===== src/rtl/instr_fetch_master.sv =====
// Sequential instruction ROM requester with a credit-gated {address, instruction} FIFO
// presented to the decode stage over a valid/ready handshake.
module instr_fetch_master #(
  parameter logic [31:0] START_ADDR = 32'h0000_0000,
  parameter logic [31:0] LAST_ADDR  = 32'h0000_0010,
  parameter logic [31:0] ADDR_STEP  = 32'd4,
  parameter int unsigned FIFO_DEPTH = 4,
  localparam int unsigned CNT_W     = $clog2(FIFO_DEPTH + 1)
) (
  input  logic             clk,
  input  logic             reset,
  input  logic             start,
  input  logic             stop,
  output logic             sel_0,
  output logic             rd_en_rom,
  output logic [31:0]      address_rom,
  input  logic [31:0]      instr,
  output logic [31:0]      instr_out,
  output logic [31:0]      instr_addr,
  output logic             instr_valid,
  input  logic             instr_ready,
  output logic [CNT_W-1:0] fifo_count,
  output logic             busy
);

  localparam int unsigned PTR_W = $clog2(FIFO_DEPTH);
  localparam int unsigned OCC_W = CNT_W + 1;

  typedef enum logic [1:0] {
    ST_IDLE,
    ST_RUN,
    ST_STOPPING
  } state_e;

  state_e             state_q, state_d;
  logic [31:0]        addr_q, addr_d;
  logic               pending_q, pending_d;
  logic [31:0]        pending_addr_q, pending_addr_d;
  logic [PTR_W-1:0]   wr_ptr_q, wr_ptr_d;
  logic [PTR_W-1:0]   rd_ptr_q, rd_ptr_d;
  logic [CNT_W-1:0]   count_q, count_d;
  logic [31:0]        mem_addr_q  [FIFO_DEPTH];
  logic [31:0]        mem_addr_d  [FIFO_DEPTH];
  logic [31:0]        mem_instr_q [FIFO_DEPTH];
  logic [31:0]        mem_instr_d [FIFO_DEPTH];

  logic issue;
  logic push;
  logic pop;

  // Credit check counts the in-flight word so the FIFO can never overflow
  assign issue = (state_q == ST_RUN) && !stop &&
                 ((OCC_W'(count_q) + OCC_W'(pending_q)) < OCC_W'(FIFO_DEPTH));
  assign push  = pending_q;
  assign pop   = (count_q != '0) && instr_ready;

  assign sel_0       = issue;
  assign rd_en_rom   = issue;
  assign address_rom = addr_q;
  assign instr_out   = mem_instr_q[rd_ptr_q];
  assign instr_addr  = mem_addr_q[rd_ptr_q];
  assign instr_valid = (count_q != '0);
  assign fifo_count  = count_q;
  assign busy        = (state_q != ST_IDLE);

  // FSM next state and fetch address generation
  always_comb begin
    state_d        = state_q;
    addr_d         = addr_q;
    pending_d      = issue;
    pending_addr_d = pending_addr_q;

    unique case (state_q)
      ST_IDLE: begin
        if (start && !stop) begin
          state_d = ST_RUN;
          addr_d  = START_ADDR;
        end
      end
      ST_RUN: begin
        if (stop) begin
          state_d = pending_q ? ST_STOPPING : ST_IDLE;
        end
      end
      ST_STOPPING: state_d = ST_IDLE;
      default:     state_d = ST_IDLE;
    endcase

    if (issue) begin
      pending_addr_d = addr_q;
      addr_d         = (addr_q == LAST_ADDR) ? START_ADDR : addr_q + ADDR_STEP;
    end
  end

  // FIFO bookkeeping; returned word is captured the edge after its request
  always_comb begin
    wr_ptr_d    = wr_ptr_q;
    rd_ptr_d    = rd_ptr_q;
    count_d     = count_q;
    mem_addr_d  = mem_addr_q;
    mem_instr_d = mem_instr_q;

    if (push) begin
      mem_addr_d[wr_ptr_q]  = pending_addr_q;
      mem_instr_d[wr_ptr_q] = instr;
      wr_ptr_d              = wr_ptr_q + PTR_W'(1);
    end
    if (pop) begin
      rd_ptr_d = rd_ptr_q + PTR_W'(1);
    end
    count_d = count_q + CNT_W'(push) - CNT_W'(pop);
  end

  always_ff @(posedge clk or posedge reset) begin
    if (reset) begin
      state_q        <= ST_IDLE;
      addr_q         <= START_ADDR;
      pending_q      <= 1'b0;
      pending_addr_q <= '0;
      wr_ptr_q       <= '0;
      rd_ptr_q       <= '0;
      count_q        <= '0;
      for (int i = 0; i < int'(FIFO_DEPTH); i++) begin
        mem_addr_q[i]  <= '0;
        mem_instr_q[i] <= '0;
      end
    end else begin
      state_q        <= state_d;
      addr_q         <= addr_d;
      pending_q      <= pending_d;
      pending_addr_q <= pending_addr_d;
      wr_ptr_q       <= wr_ptr_d;
      rd_ptr_q       <= rd_ptr_d;
      count_q        <= count_d;
      mem_addr_q     <= mem_addr_d;
      mem_instr_q    <= mem_instr_d;
    end
  end

endmodule

===== config.mk =====
export PLATFORM = sky130hd
export DESIGN_NAME = instr_fetch_master
export DESIGN_NICKNAME = d
export VERILOG_FILES = /design/src/rtl/instr_fetch_master.sv
export SDC_FILE = /design/constraint.sdc
export NUM_CORES = 1
export LEC_CHECK = 0
export CAP_MARGIN = 20
export CORE_MARGIN = 2
export CORE_UTILIZATION = 55
export DETAILED_ROUTE_END_ITERATION = 7
export HOLD_SLACK_MARGIN = 0.12
export PLACE_DENSITY = 0.77
export SLEW_MARGIN = 40
export SYNTH_ARGS = -nofsm -noshare
export SYNTH_HDL_FRONTEND = slang
export SYNTH_SLANG_ARGS = --single-unit
export TNS_END_PERCENT = 10

===== constraint.sdc =====
create_clock -name clk -period 18.65 [get_ports clk]
set_input_delay 5.595 -clock clk [delete_from_list [all_inputs] [get_ports clk]]
set_output_delay 5.595 -clock clk [all_outputs]
set_load 0.01 [all_outputs]

==> metrics.md, run 1 <==
| Metric | Value |
|---|---|
| H-Tree Depth | `2` |
| Period utilisation layout | `0.708` |
| First-pass GRT wire length | `between 40000 and 50000 µm` |
| Post-route antenna net violation count | `0` |
| GRT Overall Usage | `0.222` |
| PwrDens | `around 140 mW/mm²` |
| CP Launch Type | `primary input` |
| Placed insts | `about 1400` |
| # DRC | `0` |
| Die X-Extent | `between 150 and 200 µm` |
| Synthesized instance count | `between 900 and 1000` |
| Final net count | `1148` |
| Core area | `approximately 0.025 mm²` |
| Largest net degree at the start of global routing | `145` |
| Number of diodes | `0` |
| Worst-Skew Late Latency | `0.51 ns` |
| Fin. Hold Viols | `0` |
| Via count | `~8500` |
| Drt first-iter violations | `around 500` |
| Cell variety after synth | `approximately 50` |
| Number of buffers added on ports | `between 100 and 150` |
| CTS tree | `built` |
| Max Buffers Root-to-Sink | `3` |
| WL/cell | `between 15 and 20 µm` |
| Die area | `around 0.027 mm²` |
| Largest family of logic cells by synthesized area | `multiplexers` |
| DP Wirelength | `~17000 µm` |
| XOR/XNOR Fraction of Synth Area | `0.00249` |
| Slew Viols, Final | `0` |
| Max Fclk | `0.0757 GHz` |
| Post-synthesis compound-gate area fraction | `0.0365` |
| CP Capture Type | `output pin` |
| Setup TNS | `0 ns` |
| Yosys Warn Count | `0` |
| Mapped cell area | `between 0.01 and 0.015 mm²` |
| WP data arrival | `7.62 ns` |
| Setup Buffers After CTS | `0` |
| Worst-path maximum fanout | `36` |
| Final std cells w/o fill | `roughly 1500` |
| Hold Slack | `0.498 ns` |
| GP Congestion | `around 0.8` |
| Crit path kind | `primary input to output pin` |
| Num ports | `140` |
| Pleak | `between 7 and 8 nW` |
| Min Tclk post-route | `13.21 ns` |
| Clock skew | `0.0233 ns` |
| Number of global-route vias before repair | `8739` |
| EDFF count, synth | `0` |
| Hold-fix buffers at CTS | `0` |
| Mux cell area share after synthesis | `0.298` |
| DR pass1 iterations | `4` |
| # rows | `between 50 and 60` |
| Mean Syn Cell Area | `14.3 µm²` |
| Initial core utilization | `0.559` |
| Syn-to-layout area delta | `19.2%` |
| Vias/cell | `a little under 6` |
| RSZ-0062 raised after global routing | `no` |
| Critical Path RT | `13.05 ns` |
| Grt ovf | `0` |
| Min-delay worst type | `flip-flop to flip-flop` |
| Maximum vdd drop | `114 µV` |
| Adder-Cell Fraction of Synth Area | `0.00943` |
| Outcome | `finished clean` |
| Cts bufs inserted | `35` |
| Post-synth ARST share | `1.00` |
| Relative slew margins | `0.439` |
| Ys flop type | `dfrtp_1` |
| Max-cap violation count | `0` |
| Simple-gate share of the synthesized area | `0.0598` |
| Antenna violations before repair | `0` |
| Post-synthesis sequential area ratio | `0.566` |
| Synth Register Bits | `between 300 and 400` |
| Final WL | `approximately 29000 µm` |
| Final setup viols | `0` |
| Layout cell share with drive strength beyond 1 | `0.343` |
| Die Height | `~160 µm` |
| Worst-path clk slew | `0.05 ns` |
| CTS resizes | `0` |
| Worst Max-Slew Pin Slew | `between 0.8 and 0.9 ns` |
| Root Buffer | `clkbuf_16` |
| Clock sink total | `approximately 320` |
[metrics by stage]
step	util	setup slack, ns	total power [mW]	area (µm²)
after floorplan	-	4.26	1.44	14100
after global placement	0.620	5.43	1.70	15600
after detailed placement	0.624	5.42	1.73	15700
after CTS	0.666	5.41	2.38	16800
after global routing	0.666	5.24	2.48	16800
final	0.666	5.44	2.35	16800
[final cells by class]
| cell class | count | area [µm²] |
|---|---|---|
| clock inverters | 7 | 37.5 |
| well taps | 330 | 413 |
| inverters | 16 | 72.6 |
| repair buffers | 143 | 1480 |
| flip-flops and latches | 318 | 7970 |
| fillers | 1839 | 8410 |
| clock buffers | 53 | 1020 |
| multi-input cells | 587 | 5790 |
[metal layers]
layer / track usage / wire, µm / part of all wire / vias to the layer above
met5: 0 / 0 / 0 / -
met4: 0.0510 / 444 / 0.016 / 0
met1: 0.324 / 13200 / 0.46 / 4438
met3: 0.0424 / 1490 / 0.052 / 42
met2: 0.352 / 13500 / 0.47 / 213
li1: - / - / - / 3830
[cells in the mapped netlist, drive strengths merged (5+ instances only)]
| library cell | instances | area [µm²] |
|---|---|---|
| nor2 | 17 | 63.8 |
| nor3 | 7 | 56.3 |
| nand2 | 107 | 402 |
| ha | 9 | 113 |
| dfrtp | 318 | 7960 |
| mux4 | 62 | 1400 |
| nand4 | 10 | 62.6 |
| nand3 | 14 | 75.1 |
| a21oi | 13 | 65.1 |
| a31oi | 24 | 150 |
| o21ai | 18 | 90.1 |
| clkbuf | 30 | 113 |
| buf | 36 | 214 |
| mux2 | 248 | 2790 |
| a21o | 5 | 37.5 |
| inv | 16 | 60.1 |
[sequential cells by signal (all words and copies together), names as in the netlist]
register        flops
fifo_count          3
state_q             2
pending_addr_q     30
mem_instr_q       128
wr_ptr_q            2
rd_ptr_q            2
pending_q           1
address_rom        30
mem_addr_q        120
[cells by family (layout without fill, tap and decap cells)]
| group | count (synthesis) | after routing |
|---|---|---|
| DFF | 318 | 318 |
| muxes | 311 | 311 |
| and+or+nand+nor | 179 | 179 |
| buffers and inverters | 82 | 219 |
| AOI/OAI and AO/OA | 79 | 79 |
| adders and majority gates | 10 | 10 |
| xor gates and xnor gates | 4 | 4 |
| other | 1 | 4 |
[power breakdown]
group | internal (mW) | switching, mW
clock | 0.375 | 0.261
combinational | 0.450 | 0.270
sequential | 0.871 | 0.124
total | 1.70 | 0.654
[layout by cell type (no fill, tap or decap), drive strengths merged, types with 3 or more instances in the layout]
cell type / netlist / routed
nand4: 10 / 10
a22o: 4 / 4
o22ai: 4 / 4
nand2b: 4 / 4
nor3: 7 / 7
a31oi: 24 / 24
nand3: 14 / 14
inv: 16 / 16
nand2: 107 / 107
nor4: 4 / 4
mux4: 62 / 62
nor2: 17 / 17
clkinv: 0 / 6
and3: 4 / 4
conb: 1 / 4
clkdlybuf4s50: 0 / 135
o21ai: 18 / 18
and4: 3 / 3
a21o: 5 / 5
a41oi: 4 / 4
ha: 9 / 9
mux2: 248 / 248
buf: 36 / 8
clkbuf: 30 / 53
or2: 3 / 3
a21oi: 13 / 13
dfrtp: 318 / 318
[worst max-delay path, stage by stage]
cell             delay, ns
clkdlybuf4s50_1       0.44
nor2_1                0.22
nand2_1               0.08
buf_4                 0.25
inv_2                 0.38
clkdlybuf4s50_1       0.64
[worst paths after layout]
check | from | slack [ns] | end | depth (start not counted)
max | stop | 5.44 | rd_en_rom | 6
min | mem_addr_q[35] | 0.50 | mem_addr_q[35] | 1
max reg2reg | pending_q | 15.90 | address_rom[25] | 5
min reg2reg | mem_addr_q[35] | 0.50 | mem_addr_q[35] | 1
max in group asynchronous | reset | 11.56 | address_rom[21] | 4
min in group asynchronous | reset | 5.69 | mem_instr_q[95] | 2
No activity file was read; power rests on OpenSTA's default activity.
==> run 2: changes to the inputs <==
- clock period: 18.65 -> 13.3 ns (I/O delays scaled with it)
==> run 2 against run 1 <==
Critical path type unchanged. Worst hold slack improved by 0.0028 ns. Largest cell class unchanged. Register-to-register slack worse by 5.1 ns. Die area did not move. Cell count increased by 0.14%. Setup slack got worse by 2.2 ns. Critical path depth did not move. Total power is 47% higher.
==> metrics.md, run 2 (synthesis results as in run 1) <==
| Metric | Value |
|---|---|
| # rows | `58 (unchanged)` |
| RSZ-0062 raised after global routing | `no` |
| Worst Max-Slew Pin Slew | `0.843 ns (+0.00202 ns)` |
| Drt first-iter violations | `648 (+29%)` |
| Clock skew | `0.0113 ns (-0.0120 ns)` |
| Antenna violations before repair | `0 (unchanged)` |
| Maximum vdd drop | `120 µV (+5.1%)` |
| Leading cell type in the layout, fill and taps excluded | `dfrtp_1` |
| Clock sink total | `318 (unchanged)` |
| Slew Viols, Final | `0 (unchanged)` |
| Largest net degree at the start of global routing | `162 (+12%)` |
| Period utilisation layout | `0.758` |
| Final WL | `29400 µm (+2.9%)` |
| Max FFs per register | `128 (unchanged)` |
| CP Launch Type | `primary input` |
| Max-cap violation count | `0 (unchanged)` |
| Commonest non-fill, non-tap cells in the layout | `316 x dfrtp_1, 248 x mux2_2, 135 x clkdlybuf4s50_1` |
| Register area | `0.00797 mm² (unchanged)` |
| Pleak | `7.64 nW (+1.5%)` |
| Number of global-route vias before repair | `8940 (+2.3%)` |
| Num ports | `140 (unchanged)` |
| Die X-Extent | `164 µm (unchanged)` |
| Worst-path clk slew | `0.06 ns (about the same)` |
| DR pass1 iterations | `5 (+1)` |
| Relative slew margins | `0.438 (-0.00135)` |
| Cts bufs inserted | `34 (-2.9%)` |
| CTS tree | `built` |
| CTS resizes | `0 (unchanged)` |
| Setup Buffers After CTS | `0 (unchanged)` |
| # DRC | `0 (unchanged)` |
| Crit path kind | `primary input to output pin` |
| First-pass GRT wire length | `48100 µm (+2.3%)` |
| Grt ovf | `0 (unchanged)` |
| Biggest register | `mem_instr_q` |
| Outcome | `finished clean` |
| Max stage delay cell, worst path | `clkdlybuf4s50_1` |
| Final net count | `1147 (-0.087%)` |
| H-Tree Depth | `2 (unchanged)` |
| Top flop regs | `mem_instr_q x128, mem_addr_q x120` |
| Hold-fix buffers at CTS | `0 (unchanged)` |
| DP Wirelength | `17200 µm (+0.72%)` |
| Crit path cell chain | `clkdlybuf4s50_1 -> nor2_1 -> nand2_1 -> buf_4 -> inv_2 -> clkdlybuf4s50_1` |
| Crit-path max cell delay | `0.65 ns (about the same)` |
| Post-route antenna net violation count | `0 (unchanged)` |
| Setup TNS | `0 ns (unchanged)` |
| Critical Path RT | `9.31 ns (-3.74 ns)` |
| WL/cell | `20.2 µm (+2.8%)` |
| PwrDens | `203 mW/mm² (+45%)` |
| Final setup viols | `0 (unchanged)` |
| Worst-path maximum fanout | `36 (unchanged)` |
| Hold Slack | `0.501 ns (+0.00275 ns)` |
| Area post-placement | `0.0157 mm² (-0.15%)` |
| Number of diodes | `0 (unchanged)` |
| Area taken by multi-input logic gates | `0.00580 mm² (+0.13%)` |
| Root Buffer | `clkbuf_16` |
| Layout cell share with drive strength beyond 1 | `0.353 (+0.0109)` |
| Core area | `0.0252 mm² (unchanged)` |
| WP data arrival | `6.09 ns (-1.53 ns)` |
| Min Tclk post-route | `~10 ns` |
| Fin. Hold Viols | `0 (unchanged)` |
| Vias/cell | `5.85 (-0.20%)` |
| Syn-to-layout area delta | `20.8%` |
| Max Buffers Root-to-Sink | `3 (unchanged)` |
| Die Height | `164 µm (unchanged)` |
| GRT Overall Usage | `0.226 (+0.00375)` |
| Via count | `8518 (-0.059%)` |
| Die area | `0.0269 mm² (unchanged)` |
| Fill count | `1795 (-2.4%)` |
| Min-delay worst type | `flip-flop to flip-flop` |
| Max Fclk | `roughly 0.1 GHz` |
| Non-Filler Cell Area, Final | `0.0170 mm² (+1.4%)` |
| Number of buffers added on ports | `135 (unchanged)` |
| Worst-Skew Late Latency | `0.50 ns (about the same)` |
| GP Congestion | `0.803 (about the same)` |
| CP most frequent cell | `clkdlybuf4s50_1` |
| CP Capture Type | `output pin` |
| Initial core utilization | `0.559 (unchanged)` |
-- run 2: changes by cell type in the layout (fill, tap and decap cells not counted) --
| cell | before | now |
|---|---|---|
| clkbuf_8 | 3 | 10 |
| clkinv_2 | 6 | 5 |
| inv_12 | 1 | 0 |
| o211a_4 | 0 | 1 |
| o211a_2 | 1 | 0 |
| bufinv_16 | 0 | 5 |
| clkinv_4 | 0 | 1 |
| clkinvlp_4 | 1 | 2 |
| inv_16 | 0 | 1 |
| clkbuf_1 | 13 | 2 |
-- run 2: path summary, 6_finish.rpt --
kind,startpoint,to,slack [ns],depth (start not counted)
max in group asynchronous,reset,mem_addr_q[72],7.84,4
hold / removal,mem_instr_q[118],mem_instr_q[118],0.50,1
setup / recovery,stop,rd_en_rom,3.22,6
hold reg to reg,mem_instr_q[118],mem_instr_q[118],0.50,1
min in group asynchronous,reset,rd_ptr_q[0],4.10,2
setup reg to reg,pending_q,address_rom[31],10.76,7
-- run 2: final cells by class --
| class | count | area share |
|---|---|---|
| multi-input combinational | 587 | 0.341 |
| tap | 330 | 0.0243 |
| timing repair buffer | 143 | 0.0869 |
| clock buffer | 49 | 0.0630 |
| clock inverter | 13 | 0.0117 |
| sequential | 318 | 0.469 |
| inverter | 16 | 0.00449 |
-- run 2: stage by stage --
stage / total power, mW / std cells / util / setup WS [ns]
floorplan: 2.02 / 987 / - / 0.510
global placement: 2.38 / 1391 / 0.620 / 3.29
detailed placement: 2.44 / 1393 / 0.623 / 3.27
CTS: 3.49 / 1455 / 0.673 / 3.27
global route: 3.63 / 1456 / 0.675 / 3.06
finish: 3.45 / 1456 / 0.675 / 3.22
-- run 2: where the power goes --
| part | switching, mW | internal [mW] |
|---|---|---|
| registers | 0.175 | 1.22 |
| logic | 0.383 | 0.632 |
| clock network | 0.380 | 0.658 |
-- run 2: worst max-delay path: cells and delay by family --
kind          cells  cell delay [ns]
buf+inv           4             1.73
simple gates      2             0.36
-- run 2: layer usage --
metal	part of all wire	vias to the layer above	global-route usage
met3	0.052	43	0.0396
met4	0.018	0	0.0530
li1	-	3832	-
met2	0.48	220	0.356
met1	0.45	4423	0.332
met5	0	-	0
==> run 3: changes to the inputs <==
- clock period: 13.3 -> 10.5 ns (I/O delays scaled with it)
==> run 3 against run 2 <==
Routed wire length decreased by 1.6%. Setup slack worse by 1.2 ns. Worst hold slack worse by 0.0033 ns. Clock-buffer cell count is 2 higher. Sequential share of layout area is 0.34 points higher. Register-to-register slack worse by 2.6 ns. Die area did not move. Core utilization shrank 0.48 points. Clock skew increased by 0.0054 ns. Largest cell class unchanged. Highest routed layer unchanged.
==> metrics.md, run 3 (synthesis results as in run 1) <==
| Metric | Value |
|---|---|
| Root Buffer | `clkbuf_16` |
| Crit path kind | `primary input to output pin` |
| Worst-Skew Late Latency | `0.50 ns (about the same)` |
| Number of diodes | `0 (unchanged)` |
| Max-cap violation count | `0 (unchanged)` |
| Grt ovf | `0 (unchanged)` |
| Placed insts | `1394 (+0.072%)` |
| WL/cell | `19.9 µm (-1.5%)` |
| Vias/cell | `5.85 (about the same)` |
| Commonest non-fill, non-tap cells in the layout | `315 x dfrtp_1, 248 x mux2_2, 135 x clkdlybuf4s50_1` |
| Final WL | `28900 µm (-1.6%)` |
| Worst Max-Slew Pin Slew | `0.711 ns (-0.132 ns)` |
| Core area | `0.0252 mm² (unchanged)` |
| Final setup viols | `0 (unchanged)` |
| Critical Path RT | `7.35 ns (-1.96 ns)` |
| Crit path cell chain | `clkdlybuf4s50_1 -> nor2_1 -> nand2_1 -> buf_4 -> inv_2 -> clkdlybuf4s50_1` |
| Leading cell type in the layout, fill and taps excluded | `dfrtp_1` |
| Final net count | `1148 (+0.087%)` |
| First-pass GRT wire length | `47100 µm (-2.0%)` |
| Biggest register | `mem_instr_q` |
| Die X-Extent | `164 µm (unchanged)` |
| Fin. Hold Viols | `0 (unchanged)` |
| Crit-path max cell delay | `0.63 ns (-0.02 ns)` |
| Number of buffers added on ports | `135 (unchanged)` |
| Setup TNS | `0 ns (unchanged)` |
| CTS tree | `built` |
| PwrDens | `254 mW/mm² (+25%)` |
| Worst Path Buf+Inv | `4 (unchanged)` |
| Number of global-route vias before repair | `8910 (-0.34%)` |
| Syn-to-layout area delta | `19.9%` |
| Worst-path clk slew | `0.05 ns (about the same)` |
| Min Tclk post-route | `between 8 and 9 ns` |
| Maximum vdd drop | `194 µV (+63%)` |
| Overall Power | `4.28 mW (+24%)` |
| GP Congestion | `0.814 (+1.3%)` |
| Final std cells w/o fill | `1454 (-0.14%)` |
| Pleak | `7.57 nW (-0.90%)` |
| DR pass1 iterations | `4 (-1)` |
| Antenna violations before repair | `0 (unchanged)` |
| Via count | `8503 (-0.18%)` |
| Max Fclk | `about 0.12 GHz` |
| Hold-fix buffers at CTS | `0 (unchanged)` |
| Hold Slack | `0.497 ns (-0.00333 ns)` |
| DP Wirelength | `17300 µm (+0.27%)` |
| Largest net degree at the start of global routing | `107 (-34%)` |
| Final worst slack | `2.05 ns (-1.17 ns)` |
| Outcome | `finished clean` |
| WP data arrival | `5.30 ns (-0.79 ns)` |
| Clock sink total | `318 (unchanged)` |
| GRT Overall Usage | `0.222 (-0.00370)` |
| CP most frequent cell | `clkdlybuf4s50_1` |
| Cts bufs inserted | `35 (+2.9%)` |
| H-Tree Depth | `2 (unchanged)` |
| Max FFs per register | `128 (unchanged)` |
| Min-delay worst type | `flip-flop to flip-flop` |
| Die area | `0.0269 mm² (unchanged)` |
| Worst-path maximum fanout | `36 (unchanged)` |
| Layout cell share with drive strength beyond 1 | `0.346 (-0.00738)` |
| Area taken by multi-input logic gates | `0.00581 mm² (+0.24%)` |
| Num ports | `140 (unchanged)` |
| Max stage delay cell, worst path | `clkdlybuf4s50_1` |
| Max Buffers Root-to-Sink | `3 (unchanged)` |
| CP Capture Type | `output pin` |
| Post-route antenna net violation count | `0 (unchanged)` |
| Place WS | `2.13 ns (-1.14 ns)` |
| # DRC | `0 (unchanged)` |
| Register area | `0.00797 mm² (about the same)` |
| Top flop regs | `mem_instr_q x128, mem_addr_q x120` |
| Setup Buffers After CTS | `0 (unchanged)` |
| CTS resizes | `0 (unchanged)` |
| Die Height | `164 µm (unchanged)` |
| CP Launch Type | `primary input` |
| CP delay by family, top | `buffers and inverters` |
| Initial core utilization | `0.559 (unchanged)` |
| Period utilisation layout | `0.804` |
| RSZ-0062 raised after global routing | `no` |
| Slew Viols, Final | `0 (unchanged)` |
| Fill count | `1786 (-0.50%)` |
| Drt first-iter violations | `553 (-15%)` |
| # rows | `58 (unchanged)` |
| Clock skew | `0.0166 ns (+0.00536 ns)` |
| Relative slew margins | `0.526 (+0.0877)` |
==> run 3: area by class of cell <==
cell class / instances / area share
Tap cell: 330 / 0.0245
Clock inverter: 9 / 0.00860
Multi-Input combinational cell: 587 / 0.344
Clock buffer: 51 / 0.0604
Timing Repair Buffer: 143 / 0.0865
Inverter: 16 / 0.00378
Sequential cell: 318 / 0.472
==> run 3: worst reg2reg max path, delay by kind of cell, from the launching register on <==
kind                   cells  cell delay [ns]
AND/OR/NAND/NOR            3             0.41
buffers and inverters      2             0.68
flip-flops                 1             0.69
AO/OA/AOI/OAI              2             0.51
==> run 3: path summary, 6_finish.rpt <==
check	from	to	slack, ns	depth (start not counted)
setup reg to reg	pending_q	address_rom[31]	8.13	7
max in group asynchronous	reset	mem_instr_q[56]	6.13	4
min in group asynchronous	reset	address_rom[26]	3.08	2
setup / recovery	stop	rd_en_rom	2.05	6
hold reg to reg	mem_instr_q[63]	mem_instr_q[63]	0.50	1
hold / removal	mem_instr_q[63]	mem_instr_q[63]	0.50	1
==> run 3: where the power goes <==
group	internal [mW]	leakage (nW)	switching, mW
Clock	0.769	0.573	0.464
Sequential	1.55	4.12	0.250
Combinational	0.792	2.88	0.460
==> run 3: per-layer routing <==
layer / routed length (µm) / up-vias / track usage
met5: 0 / - / 0
li1: - / 3833 / -
met2: 14200 / 220 / 0.360
met1: 12900 / 4409 / 0.313
met4: 483 / 0 / 0.0598
met3: 1340 / 41 / 0.0404
==> run 3: stage by stage <==
stage           util  instance area, µm²
2_1_floorplan      -               14100
3_3_place_gp   0.620               15600
3_5_place_dp   0.624               15700
4_1_cts        0.670               16900
5_1_grt        0.670               16900
6_report       0.670               16900
